<file path="src/rtl/mem_stage_sbuf_if.sv">
// Bundles for the memory stage.
//
// mem_req_if : pipeline side of the stage.
//   req_ren/req_wen/req_addr/req_wdata/drain  pipeline -> stage
//   stall/rdata/rdata_valid/empty             stage -> pipeline
//   master = pipeline, slave = memory stage
//
// dmem_if : data-cache port.
//   dmemREN/dmemWEN/dmemaddr/dmemstore        stage -> cache
//   dhit/dmemload                             cache -> stage
//   master = memory stage, slave = cache

interface mem_req_if #(
    parameter int ADDR_W = 32,
    parameter int DATA_W = 32
);
    logic              req_ren;
    logic              req_wen;
    logic [ADDR_W-1:0] req_addr;
    logic [DATA_W-1:0] req_wdata;
    logic              drain;
    logic              stall;
    logic [DATA_W-1:0] rdata;
    logic              rdata_valid;
    logic              empty;

    modport master (
        output req_ren, req_wen, req_addr, req_wdata, drain,
        input  stall, rdata, rdata_valid, empty
    );

    modport slave (
        input  req_ren, req_wen, req_addr, req_wdata, drain,
        output stall, rdata, rdata_valid, empty
    );
endinterface

interface dmem_if #(
    parameter int ADDR_W = 32,
    parameter int DATA_W = 32
);
    logic              dmemREN;
    logic              dmemWEN;
    logic [ADDR_W-1:0] dmemaddr;
    logic [DATA_W-1:0] dmemstore;
    logic              dhit;
    logic [DATA_W-1:0] dmemload;

    modport master (
        output dmemREN, dmemWEN, dmemaddr, dmemstore,
        input  dhit, dmemload
    );

    modport slave (
        input  dmemREN, dmemWEN, dmemaddr, dmemstore,
        output dhit, dmemload
    );
endinterface

</file>
<file path="src/rtl/mem_stage_sbuf.sv">
// Memory stage with a posted store buffer.
//
// Stores retire into a DEPTH-entry circular FIFO and are written to the
// data cache in the background. Loads forward from the youngest matching
// buffered store, otherwise they read the cache (and may bypass older,
// non-matching buffered stores).
//
// Ports:
//   CLK, nRST  clock, asynchronous active-low reset
//   req        mem_req_if.slave : pipeline requests, stall, load result
//   dmem       dmem_if.master   : cache strobes/address/data, dhit/dmemload
//   dbg_state  current FSM state (IDLE/LOAD/DRAIN) for observation
//
// Handshake: a request (req_ren or req_wen) is accepted on the rising edge
// of a cycle in which stall=0; while stall=1 the pipeline holds the request
// unchanged. rdata is valid only in the cycle rdata_valid=1. A cache access
// is in flight while dmemREN or dmemWEN is high and completes in the cycle
// dhit=1; its strobe, address and data never change before that cycle.

module mem_stage_sbuf #(
    parameter int DEPTH  = 4,
    parameter int ADDR_W = 32,
    parameter int DATA_W = 32
) (
    input  logic       CLK,
    input  logic       nRST,
    mem_req_if.slave   req,
    dmem_if.master     dmem,
    output logic [1:0] dbg_state
);

    localparam int PTR_W = $clog2(DEPTH);
    localparam int CNT_W = $clog2(DEPTH + 1);

    typedef enum logic [1:0] {
        IDLE  = 2'd0,
        LOAD  = 2'd1,
        DRAIN = 2'd2
    } state_e;

    state_e              state_q, state_d;
    logic [PTR_W-1:0]    head_q, head_d;
    logic [PTR_W-1:0]    tail_q, tail_d;
    logic [CNT_W-1:0]    count_q, count_d;
    logic [ADDR_W-1:0]   ld_addr_q, ld_addr_d;
    logic [DATA_W-1:0]   rdata_q, rdata_d;
    logic                rdata_valid_q, rdata_valid_d;

    // Buffer storage needs no reset: count_q defines which entries are live.
    logic [ADDR_W-1:0]   buf_addr_q [DEPTH];
    logic [DATA_W-1:0]   buf_data_q [DEPTH];

    logic                fwd_hit;
    logic [DATA_W-1:0]   fwd_data;
    logic                st_accept;
    logic                ld_fwd;
    logic                ld_miss;
    logic                ld_done;
    logic                drain_done;

    // Youngest-match search: walk from head towards tail, later (younger)
    // matches overwrite earlier ones.
    always_comb begin
        fwd_hit  = 1'b0;
        fwd_data = '0;
        for (int i = 0; i < DEPTH; i++) begin
            if ((CNT_W'(i) < count_q) &&
                (buf_addr_q[head_q + PTR_W'(i)] == req.req_addr)) begin
                fwd_hit  = 1'b1;
                fwd_data = buf_data_q[head_q + PTR_W'(i)];
            end
        end
    end

    // Full-ness is judged on the registered count, so a slot freed by a
    // drain dhit is only usable from the following cycle.
    assign st_accept  = req.req_wen && (count_q < CNT_W'(DEPTH)) && !req.drain;
    assign ld_fwd     = req.req_ren && fwd_hit;
    assign ld_miss    = req.req_ren && !fwd_hit;
    assign ld_done    = (state_q == LOAD) && dmem.dhit;
    assign drain_done = (state_q == DRAIN) && dmem.dhit;

    assign req.stall  = (req.req_wen && !st_accept) || (ld_miss && !ld_done);

    always_comb begin
        state_d       = state_q;
        head_d        = head_q;
        tail_d        = tail_q;
        count_d       = count_q;
        ld_addr_d     = ld_addr_q;
        rdata_d       = rdata_q;
        rdata_valid_d = 1'b0;

        unique case (state_q)
            IDLE: begin
                // A waiting load miss wins over starting the next drain.
                if (ld_miss) begin
                    state_d   = LOAD;
                    ld_addr_d = req.req_addr;
                end else if (count_q != '0) begin
                    state_d = DRAIN;
                end
            end
            LOAD: begin
                if (dmem.dhit) begin
                    state_d       = IDLE;
                    rdata_d       = dmem.dmemload;
                    rdata_valid_d = 1'b1;
                end
            end
            DRAIN: begin
                if (dmem.dhit) begin
                    state_d = IDLE;
                    head_d  = head_q + PTR_W'(1);
                end
            end
            default: state_d = IDLE;
        endcase

        if (ld_fwd) begin
            rdata_d       = fwd_data;
            rdata_valid_d = 1'b1;
        end

        if (st_accept) begin
            tail_d = tail_q + PTR_W'(1);
        end

        unique case ({st_accept, drain_done})
            2'b10:   count_d = count_q + CNT_W'(1);
            2'b01:   count_d = count_q - CNT_W'(1);
            default: count_d = count_q;
        endcase
    end

    always_ff @(posedge CLK or negedge nRST) begin
        if (!nRST) begin
            state_q       <= IDLE;
            head_q        <= '0;
            tail_q        <= '0;
            count_q       <= '0;
            ld_addr_q     <= '0;
            rdata_q       <= '0;
            rdata_valid_q <= 1'b0;
        end else begin
            state_q       <= state_d;
            head_q        <= head_d;
            tail_q        <= tail_d;
            count_q       <= count_d;
            ld_addr_q     <= ld_addr_d;
            rdata_q       <= rdata_d;
            rdata_valid_q <= rdata_valid_d;
        end
    end

    always_ff @(posedge CLK) begin
        if (st_accept) begin
            buf_addr_q[tail_q] <= req.req_addr;
            buf_data_q[tail_q] <= req.req_wdata;
        end
    end

    // Cache port depends only on registered state and buffer contents.
    always_comb begin
        dmem.dmemREN   = 1'b0;
        dmem.dmemWEN   = 1'b0;
        dmem.dmemaddr  = '0;
        dmem.dmemstore = '0;
        unique case (state_q)
            LOAD: begin
                dmem.dmemREN  = 1'b1;
                dmem.dmemaddr = ld_addr_q;
            end
            DRAIN: begin
                dmem.dmemWEN   = 1'b1;
                dmem.dmemaddr  = buf_addr_q[head_q];
                dmem.dmemstore = buf_data_q[head_q];
            end
            default: ;
        endcase
    end

    assign req.rdata       = rdata_q;
    assign req.rdata_valid = rdata_valid_q;
    assign req.empty       = (count_q == '0) && (state_q == IDLE);
    assign dbg_state       = state_q;

endmodule

</file>
<file path="src/flat_wrapper.sv">
// flat-port wrapper written by rule: the top's interface ports become plain ports
module mem_stage_sbuf_flat 
#(
    parameter int DEPTH  = 4,
    parameter int ADDR_W = 32,
    parameter int DATA_W = 32
)
  (CLK, nRST, dbg_state, req_req_ren, req_req_wen, req_req_addr, req_req_wdata, req_drain, req_stall, req_rdata, req_rdata_valid, req_empty, dmem_dmemREN, dmem_dmemWEN, dmem_dmemaddr, dmem_dmemstore, dmem_dhit, dmem_dmemload);
  mem_req_if #(.ADDR_W(ADDR_W), .DATA_W(DATA_W)) req_i ();
  dmem_if #(.ADDR_W(ADDR_W), .DATA_W(DATA_W)) dmem_i ();
  input  logic CLK;
  input  logic nRST;
  output logic [1:0] dbg_state;
  input wire logic [$bits(req_i.req_ren)-1:0] req_req_ren;
  input wire logic [$bits(req_i.req_wen)-1:0] req_req_wen;
  input wire logic [$bits(req_i.req_addr)-1:0] req_req_addr;
  input wire logic [$bits(req_i.req_wdata)-1:0] req_req_wdata;
  input wire logic [$bits(req_i.drain)-1:0] req_drain;
  output wire logic [$bits(req_i.stall)-1:0] req_stall;
  output wire logic [$bits(req_i.rdata)-1:0] req_rdata;
  output wire logic [$bits(req_i.rdata_valid)-1:0] req_rdata_valid;
  output wire logic [$bits(req_i.empty)-1:0] req_empty;
  output wire logic [$bits(dmem_i.dmemREN)-1:0] dmem_dmemREN;
  output wire logic [$bits(dmem_i.dmemWEN)-1:0] dmem_dmemWEN;
  output wire logic [$bits(dmem_i.dmemaddr)-1:0] dmem_dmemaddr;
  output wire logic [$bits(dmem_i.dmemstore)-1:0] dmem_dmemstore;
  input wire logic [$bits(dmem_i.dhit)-1:0] dmem_dhit;
  input wire logic [$bits(dmem_i.dmemload)-1:0] dmem_dmemload;
  assign req_i.req_ren = req_req_ren;
  assign req_i.req_wen = req_req_wen;
  assign req_i.req_addr = req_req_addr;
  assign req_i.req_wdata = req_req_wdata;
  assign req_i.drain = req_drain;
  assign req_stall = req_i.stall;
  assign req_rdata = req_i.rdata;
  assign req_rdata_valid = req_i.rdata_valid;
  assign req_empty = req_i.empty;
  assign dmem_dmemREN = dmem_i.dmemREN;
  assign dmem_dmemWEN = dmem_i.dmemWEN;
  assign dmem_dmemaddr = dmem_i.dmemaddr;
  assign dmem_dmemstore = dmem_i.dmemstore;
  assign dmem_i.dhit = dmem_dhit;
  assign dmem_i.dmemload = dmem_dmemload;
  mem_stage_sbuf #(.DEPTH(DEPTH), .ADDR_W(ADDR_W), .DATA_W(DATA_W)) u_core (.CLK(CLK), .nRST(nRST), .req(req_i), .dmem(dmem_i), .dbg_state(dbg_state));
endmodule
</file>
<file path="config.mk">
export PLATFORM = sky130hd
export DESIGN_NAME = mem_stage_sbuf_flat
export DESIGN_NICKNAME = d
export VERILOG_FILES = /design/src/rtl/mem_stage_sbuf_if.sv /design/src/rtl/mem_stage_sbuf.sv /design/src/flat_wrapper.sv
export SDC_FILE = /design/constraint.sdc
export NUM_CORES = 1
export LEC_CHECK = 0
export BUFFER_PORTS_ARGS = -buffer_cell sky130_fd_sc_hd__buf_4
export CAP_MARGIN = 20
export CELL_PAD_IN_SITES_DETAIL_PLACEMENT = 0
export CELL_PAD_IN_SITES_GLOBAL_PLACEMENT = 1
export CORE_ASPECT_RATIO = 1.1
export CORE_MARGIN = 4
export CORE_UTILIZATION = 53
export DETAILED_ROUTE_END_ITERATION = 12
export GPL_ROUTABILITY_DRIVEN = 1
export PLACE_DENSITY = 0.86
export SETUP_SLACK_MARGIN = 0.4
export SLEW_MARGIN = 20
export SYNTH_ARGS = -nofsm -noshare
export SYNTH_HDL_FRONTEND = slang
export SYNTH_SLANG_ARGS = --single-unit
</file>
<file path="constraint.sdc">
create_clock -name CLK -period 7.2 [get_ports CLK]
set_input_delay 0.36 -clock CLK [delete_from_list [all_inputs] [get_ports CLK]]
set_output_delay 0.36 -clock CLK [all_outputs]
set_load 0.1 [all_outputs]
</file>
==> results.py, run 1 <==
metrics = {
    "synthesis": {
        "avgSynthCellArea_sq_um": 11.7,
        "synth_edf_count": 256,
        "synth_warnings": 0,
        "netlist.area_leader.share_pct": 34.8,
        "syn_area_sq_um": 22100,
        "synthTopCellsByCount": "edfxtp_1, mux2i_1, xnor2_1",
        "synth-xor-area-share_pct": 5.16,
        "yosysSeqAreaShare_pct": 43.2,
        "synth_top_family_by_area": "multiplexers",
        "async_flop_share_pct": 22.4,
        "syn-num-nets": 2001,
        "syn_inst": 1887,
        "yosys.area_share.simple_pct": 10.8,
        "yosys.area.top_type": "edfxtp_1",
        "synth_compound_area_share_pct": 13.5,
        "synthMuxAreaShare_pct": 21.6,
        "ys_top_cells_by_area": "edfxtp_1, mux2i_1, dfrtp_1",
        "yosysMostFrequentCell": "edfxtp_1",
        "synth_top_flop_cell": "edfxtp_1",
        "synth_cell_type_count": 87,
        "ys_ff_latch": 330,
        "synth-adder-area-share_pct": 0.681,
    },
    "clocking": {
        "cts_tree": "yes",
        "worstSkewPairLatency_ps": 540,
        "cts_resized": 0,
        "clock_sinks": 330,
        "cts.clk_slew.worst_paths_ps": 60,
        "cts_made_buffers": 38,
        "htreeDepth": 2,
        "root_buffer": "clkbuf_16",
        "clk_path_buf_depth": 3,
    },
    "timing": {
        "final_max_slew_viol_count": 0,
        "max-slew-margin-rel_pct": 26.3,
        "fin_crit_sh_pct": 79.2,
        "worst_pin_slew_ps": 1110,
        "period_needed_ps": 5700,
        "finalClockSkew_ps": 15.7,
        "tns_ps": 0,
        "setup_viol": 0,
        "fmax_mhz": 175,
        "rsz0062_at_grt": "false",
        "hold_viol": 0,
    },
    "global_route": {
        "grt_max_degree": 91,
        "antenna_found_initial": 1,
        "globalRouteTotalUtil_pct": 31.4,
        "grt_pass1_wl_um": 110000,
        "grt_pass1_vias": 17414,
        "grt_overflow": 0,
    },
    "worst_hold_path": {
        "whs_endpoint": "u_core.buf_data_q[1][12]$_DFFE_PP_",
        "holdCritStartpoint": "req_req_wdata[12]",
        "hold_path_class": "in -> reg",
        "min_path_cells": 1,
    },
    "place": {
        "gp_congestion": 0.952,
        "hpwl_um": 47800,
        "dpl_cell_area_sq_um": 23700,
        "io_buffers": 204,
    },
    "floorplanning": {
        "placement_rows": 78,
        "die_area_sq_um": 45000,
        "die_x_um": 203,
        "core_sq_um": 41200,
        "die_h_um": 222,
        "io_pins": 205,
        "initial_core_util_pct": 53.6,
    },
    "drt": {
        "wl_per_cell_um": 28.2,
        "drc": 0,
        "first_pass_iters": 6,
        "ant_nets": 0,
        "drt_first_iter_violations": 2289,
        "vias_per_cell": 6.85,
        "vias": 17649,
        "routed_wl_um": 72800,
    },
    "setup_path": {
        "path_class": "reg -> out",
        "cp-end-kind": "output pin",
        "regToRegSetupSlack_ps": 1930,
        "worstRegToRegCells": 12,
        "reg2reg_to": "u_core.req.rdata[17]$_DFFE_PN0P_",
        "startpoint_type": "register",
        "critPathArrivalTime_ps": 5340,
        "crit_required_ps": 6840,
        "worstPathMaxFanout": 52,
        "reg2reg_from": "u_core.head_q[0]$_DFFE_PN0P_",
    },
    "finish": {
        "fin_area_sq_um": 25000,
        "final_nets": 2100,
        "layout-drive-gt1-share_pct": 24.4,
        "n_antenna_cell": 0,
        "area_delta_synth_final_pct": 13.5,
    },
    "job": {
        "cap_violations": 0,
    },
    "power": {
        "powerDensity_nw_per_um2": 445,
        "power_mw": 11.1,
        "vdd_ir_drop_max_mv": 0.410,
        "leakage_nw": 9.33,
    },
    "outcome": {
        "status": "complete, no violations",
    },
}
## flip-flops by register name, indices dropped and copies added, names as in the netlist, 2 cells and up
| register | count |
|---|---|
| u_core.dbg_state | 2 |
| u_core.req.rdata | 32 |
| u_core.head_q | 2 |
| u_core.tail_q | 2 |
| u_core.count_q | 3 |
| u_core.buf_addr_q | 128 |
| u_core.buf_data_q | 128 |
| u_core.ld_addr_q | 32 |
## area by class of cell
| class | count | area (sq um) |
|---|---|---|
| clock buffer | 52 | 1120 |
| clock inverter | 18 | 174 |
| fill | 3356 | 16100 |
| inverter | 30 | 113 |
| multi-input combinational | 1335 | 11500 |
| sequential | 330 | 9550 |
| tap | 560 | 701 |
| timing repair buffer | 251 | 1910 |
## report_power, final
group / internal (mW) / total (mW) / leakage [nW] / switching, mW
logic: 2.12 / 6.41 / 5.47 / 4.29
registers: 2.39 / 2.74 / 3.21 / 0.353
clock network: 1.20 / 2.00 / 0.644 / 0.800
total: 5.70 / 11.1 / 9.33 / 5.45
## routing by layer
metal  track usage [%]  routed length [um]  share of wire [%]  vias to the layer above
met3              5.11                6910                9.5                      208
met5                 0                  13              0.018                        -
met4              13.8                3630                5.0                        2
met2              51.5               34800                 48                     1100
li1                  -                   -                  -                     7580
met1              41.7               27400                 38                     8759
## layout by cell type (no fill, tap or decap), drive strengths merged, types with 35 or more instances in the layout
| cell type | netlist | layout |
|---|---|---|
| a21oi | 86 | 86 |
| a22oi | 42 | 42 |
| and3 | 38 | 38 |
| buf | 94 | 250 |
| clkbuf | 98 | 52 |
| dfrtp | 74 | 74 |
| edfxtp | 256 | 256 |
| mux2 | 94 | 94 |
| mux2i | 188 | 188 |
| mux4 | 81 | 81 |
| nand2 | 93 | 93 |
| nand3 | 35 | 35 |
| nor3 | 62 | 62 |
| o21ai | 36 | 36 |
| xnor2 | 118 | 118 |
## kinds of logic after synthesis
logic type      Yosys count
flops                   330
fa+ha+maj                12
simple gates            423
buf+inv                 222
xor+xnor                130
mux                     363
compound gates          407
## timing repair
action                                 in CTS  in global routing
endpoints found under the hold margin      31                  0
hold buffers                                1                  0
setup buffers                               0                  0
## critical path: stages (launching register included)
cell       delay, ps
dfrtp_4          930
buf_4            430
mux2i_1          420
a2111oi_0        270
o2111ai_4        260
buf_4            590
nor2_2            80
buf_4            270
a22o_4           330
or4_1            620
o2bb2ai_1        230
buf_4            320
## worst max-delay path by stage
stage | start | to | cells after the start
final | u_core.head_q[1]$_DFFE_PN0P_ | req_stall | 11
after global routing | u_core.head_q[1]$_DFFE_PN0P_ | req_stall | 11
after CTS | u_core.head_q[1]$_DFFE_PN0P_ | req_stall | 11
after detailed placement | u_core.head_q[1]$_DFFE_PN0P_ | u_core.req.rdata[17]$_DFFE_PN0P_ | 12
after global placement | u_core.head_q[0]$_DFFE_PN0P_ | u_core.req.rdata[31]$_DFFE_PN0P_ | 12
after floorplan | u_core.dbg_state[0]$_DFFE_PN0P_ | dmem_dmemaddr[15] | 5
## stage by stage
step           utilization, %  hold WS (ps)  setup WS, ps  instances
2_1_floorplan               -          64.4          2110       1887
3_3_place_gp             57.6           373          2100       2505
3_5_place_dp             57.6           386          2060       2505
4_1_cts                  60.8         0.945          1550       2576
5_1_grt                  60.8          14.7          1320       2576
6_report                 60.8          18.2          1500       2576
(Power assumes the default switching activity.)
==> inputs of run 2 (changes only) <==
--- a/config.mk
+++ b/config.mk
@@ -11,10 +11,10 @@
 export CELL_PAD_IN_SITES_GLOBAL_PLACEMENT = 1
 export CORE_ASPECT_RATIO = 1.1
 export CORE_MARGIN = 4
-export CORE_UTILIZATION = 53
+export CORE_UTILIZATION = 44
 export DETAILED_ROUTE_END_ITERATION = 12
 export GPL_ROUTABILITY_DRIVEN = 1
-export PLACE_DENSITY = 0.86
+export PLACE_DENSITY = 0.76
 export SETUP_SLACK_MARGIN = 0.4
 export SLEW_MARGIN = 20
 export SYNTH_ARGS = -nofsm -noshare
==> constraint.sdc (replaced) <==
create_clock -name CLK -period 5.15 [get_ports CLK]
set_input_delay 0.2575 -clock CLK [delete_from_list [all_inputs] [get_ports CLK]]
set_output_delay 0.2575 -clock CLK [all_outputs]
set_load 0.1 [all_outputs]
==> run 2 against run 1 <==
Cell area up 3.8%. Count of clock-buffer cells in the layout rose by 7. Flip-flop and latch count stayed put. Sequential share of layout area is 1.4 points lower. Via count grew 1.5%. Final cell count increased by 6.7%. Sequential power is 35% higher. Die area is 20% higher. Clock skew rose by 14 ps. Critical endpoint unchanged. Largest power group unchanged.
==> results.py, run 2 (same netlist as run 1, synthesis figures left out) <==
metrics = {
    "floorplanning": {
        "io_pins": 205,
        "die_area_sq_um": 53800,
        "initial_core_util_pct": 44.8,
        "die_x_um": 221,
        "placement_rows": 85,
        "core_sq_um": 49200,
        "die_h_um": 243,
    },
    "place": {
        "gp_congestion": 0.955,
        "dp_slack_ps": 378,
        "dpl_cell_area_sq_um": 24000,
        "hpwl_um": 49700,
        "io_buffers": 204,
    },
    "setup_path": {
        "crit_required_ps": 4890,
        "regToRegSetupSlack_ps": 620,
        "cp-end-kind": "output pin",
        "cp.depth": 10,
        "critPathArrivalTime_ps": 4480,
        "cp_common_cell": "or4_1",
        "worstPathCellList": "buf_16 -> mux4_2 -> xnor2_2 -> nand4_1 -> or4_1 -> nor2_2 -> and2_2 -> or4_1 -> o2bb2ai_1 -> buf_4",
        "slowest_stage": "or4_1",
        "worstPathMaxFanout": 36,
        "cp.buffers_inverters": 2,
        "critPathTopFamily": "simple AND/OR/NAND/NOR gates",
        "worstRegToRegCells": 11,
        "slowest_delay_ps": 710,
        "path_class": "reg -> out",
        "startpoint_type": "register",
    },
    "drt": {
        "drt_first_iter_violations": 2221,
        "routed_wl_um": 77300,
        "drc": 0,
        "vias": 17912,
        "wl_per_cell_um": 28.1,
        "ant_nets": 0,
        "vias_per_cell": 6.52,
        "first_pass_iters": 8,
    },
    "finish": {
        "layout_common_cells": "buf_4, edfxtp_1, mux2i_1",
        "layout-drive-gt1-share_pct": 24.5,
        "n_antenna_cell": 0,
        "fin_area_sq_um": 26000,
        "largestRegisters": "u_core.buf_addr_q (128), u_core.buf_data_q (128)",
        "final_nets": 2180,
        "final_common_cell": "buf_4",
        "area_delta_synth_final_pct": 17.8,
    },
    "timing": {
        "fmax_mhz": 211,
        "setup_viol": 0,
        "rsz0062_at_grt": "false",
        "fin_crit_sh_pct": 91.9,
        "finalClockSkew_ps": 30.0,
        "period_needed_ps": 4730,
        "final_max_slew_viol_count": 0,
        "tns_ps": 0,
        "setup_ws_ps": 416,
        "worst_pin_slew_ps": 985,
        "max-slew-margin-rel_pct": 34.4,
        "hold_viol": 0,
    },
    "clocking": {
        "root_buffer": "clkbuf_16",
        "clk_path_buf_depth": 3,
        "worstSkewPairLatency_ps": 580,
        "cts_made_buffers": 39,
        "cts.clk_slew.worst_paths_ps": 60,
        "cts_tree": "yes",
        "htreeDepth": 2,
        "clock_sinks": 330,
    },
    "global_route": {
        "grt_max_degree": 73,
        "antenna_found_initial": 4,
        "grt_pass1_vias": 17560,
        "grt_overflow": 0,
        "grt_pass1_wl_um": 113000,
        "globalRouteTotalUtil_pct": 27.0,
    },
    "job": {
        "cap_violations": 0,
    },
    "power": {
        "vdd_ir_drop_max_mv": 0.498,
        "powerDensity_nw_per_um2": 607,
        "leakage_nw": 9.67,
    },
    "worst_hold_path": {
        "min_path_cells": 1,
        "hold_path_class": "in -> reg",
    },
    "outcome": {
        "status": "complete, no violations",
    },
}
-- run 2: repair_timing --
item	4_1_cts	5_1_grt
pin swaps	0	3
hold endpoints to repair	261	0
hold buffers	57	0
resized for setup	2	15
cloned	0	3
endpoints found under the setup margin	4	1
setup buffers	2	8
-- run 2: per-layer routing --
layer / GRT usage (%) / part of all wire [%]
met5: 0 / 0.035
met1: 35.4 / 40
met2: 45.9 / 49
met3: 4.11 / 7.2
met4: 9.47 / 3.7
-- run 2: path summary, 6_finish.rpt --
check                                                 start                                 end
max                            u_core.head_q[1]$_DFFE_PN0P_                           req_stall
min                                        req_req_addr[26]  u_core.buf_addr_q[1][26]$_DFFE_PP_
max reg2reg                    u_core.head_q[1]$_DFFE_PN0P_    u_core.req.rdata[31]$_DFFE_PN0P_
min reg2reg                u_core.ld_addr_q[22]$_DFFE_PN0P_    u_core.ld_addr_q[22]$_DFFE_PN0P_
max in group asynchronous                              nRST    u_core.ld_addr_q[30]$_DFFE_PN0P_
min in group asynchronous                              nRST    u_core.req.rdata[10]$_DFFE_PN0P_
-- run 2: cell type report --
class,instances,area (sq um)
Sequential cell,330,9550
Clock buffer,59,1060
Tap cell,652,816
Clock inverter,13,104
Multi-Input combinational cell,1336,11600
Timing Repair Buffer,329,2790
Fill cell,4253,23300
Inverter,30,115
-- run 2: worst register-to-register path, delay by kind of cell, from the launching register on --
kind | cells | cell delay, ps
AOI/OAI and AO/OA | 4 | 890
DFF | 1 | 610
and+or+nand+nor | 4 | 1630
buffers and inverters | 2 | 820
muxes | 1 | 460
-- run 2: power breakdown --
part | total (mW) | internal (mW) | switching [mW]
Clock | 2.63 | 1.48 | 1.15
Combinational | 9.45 | 3.19 | 6.26
Sequential | 3.69 | 3.34 | 0.347
-- run 2: through the flow --
stage	total power [mW]	hold slack [ps]	util [%]	instances
3_3_place_gp	12.8	297	48.7	2607
4_1_cts	15.6	5.74	52.4	2738
5_1_grt	16.4	17.8	52.8	2749
6_report	15.8	21.8	52.8	2749
3_5_place_dp	12.8	313	48.7	2607
2_1_floorplan	10.6	-38.1	-	1887
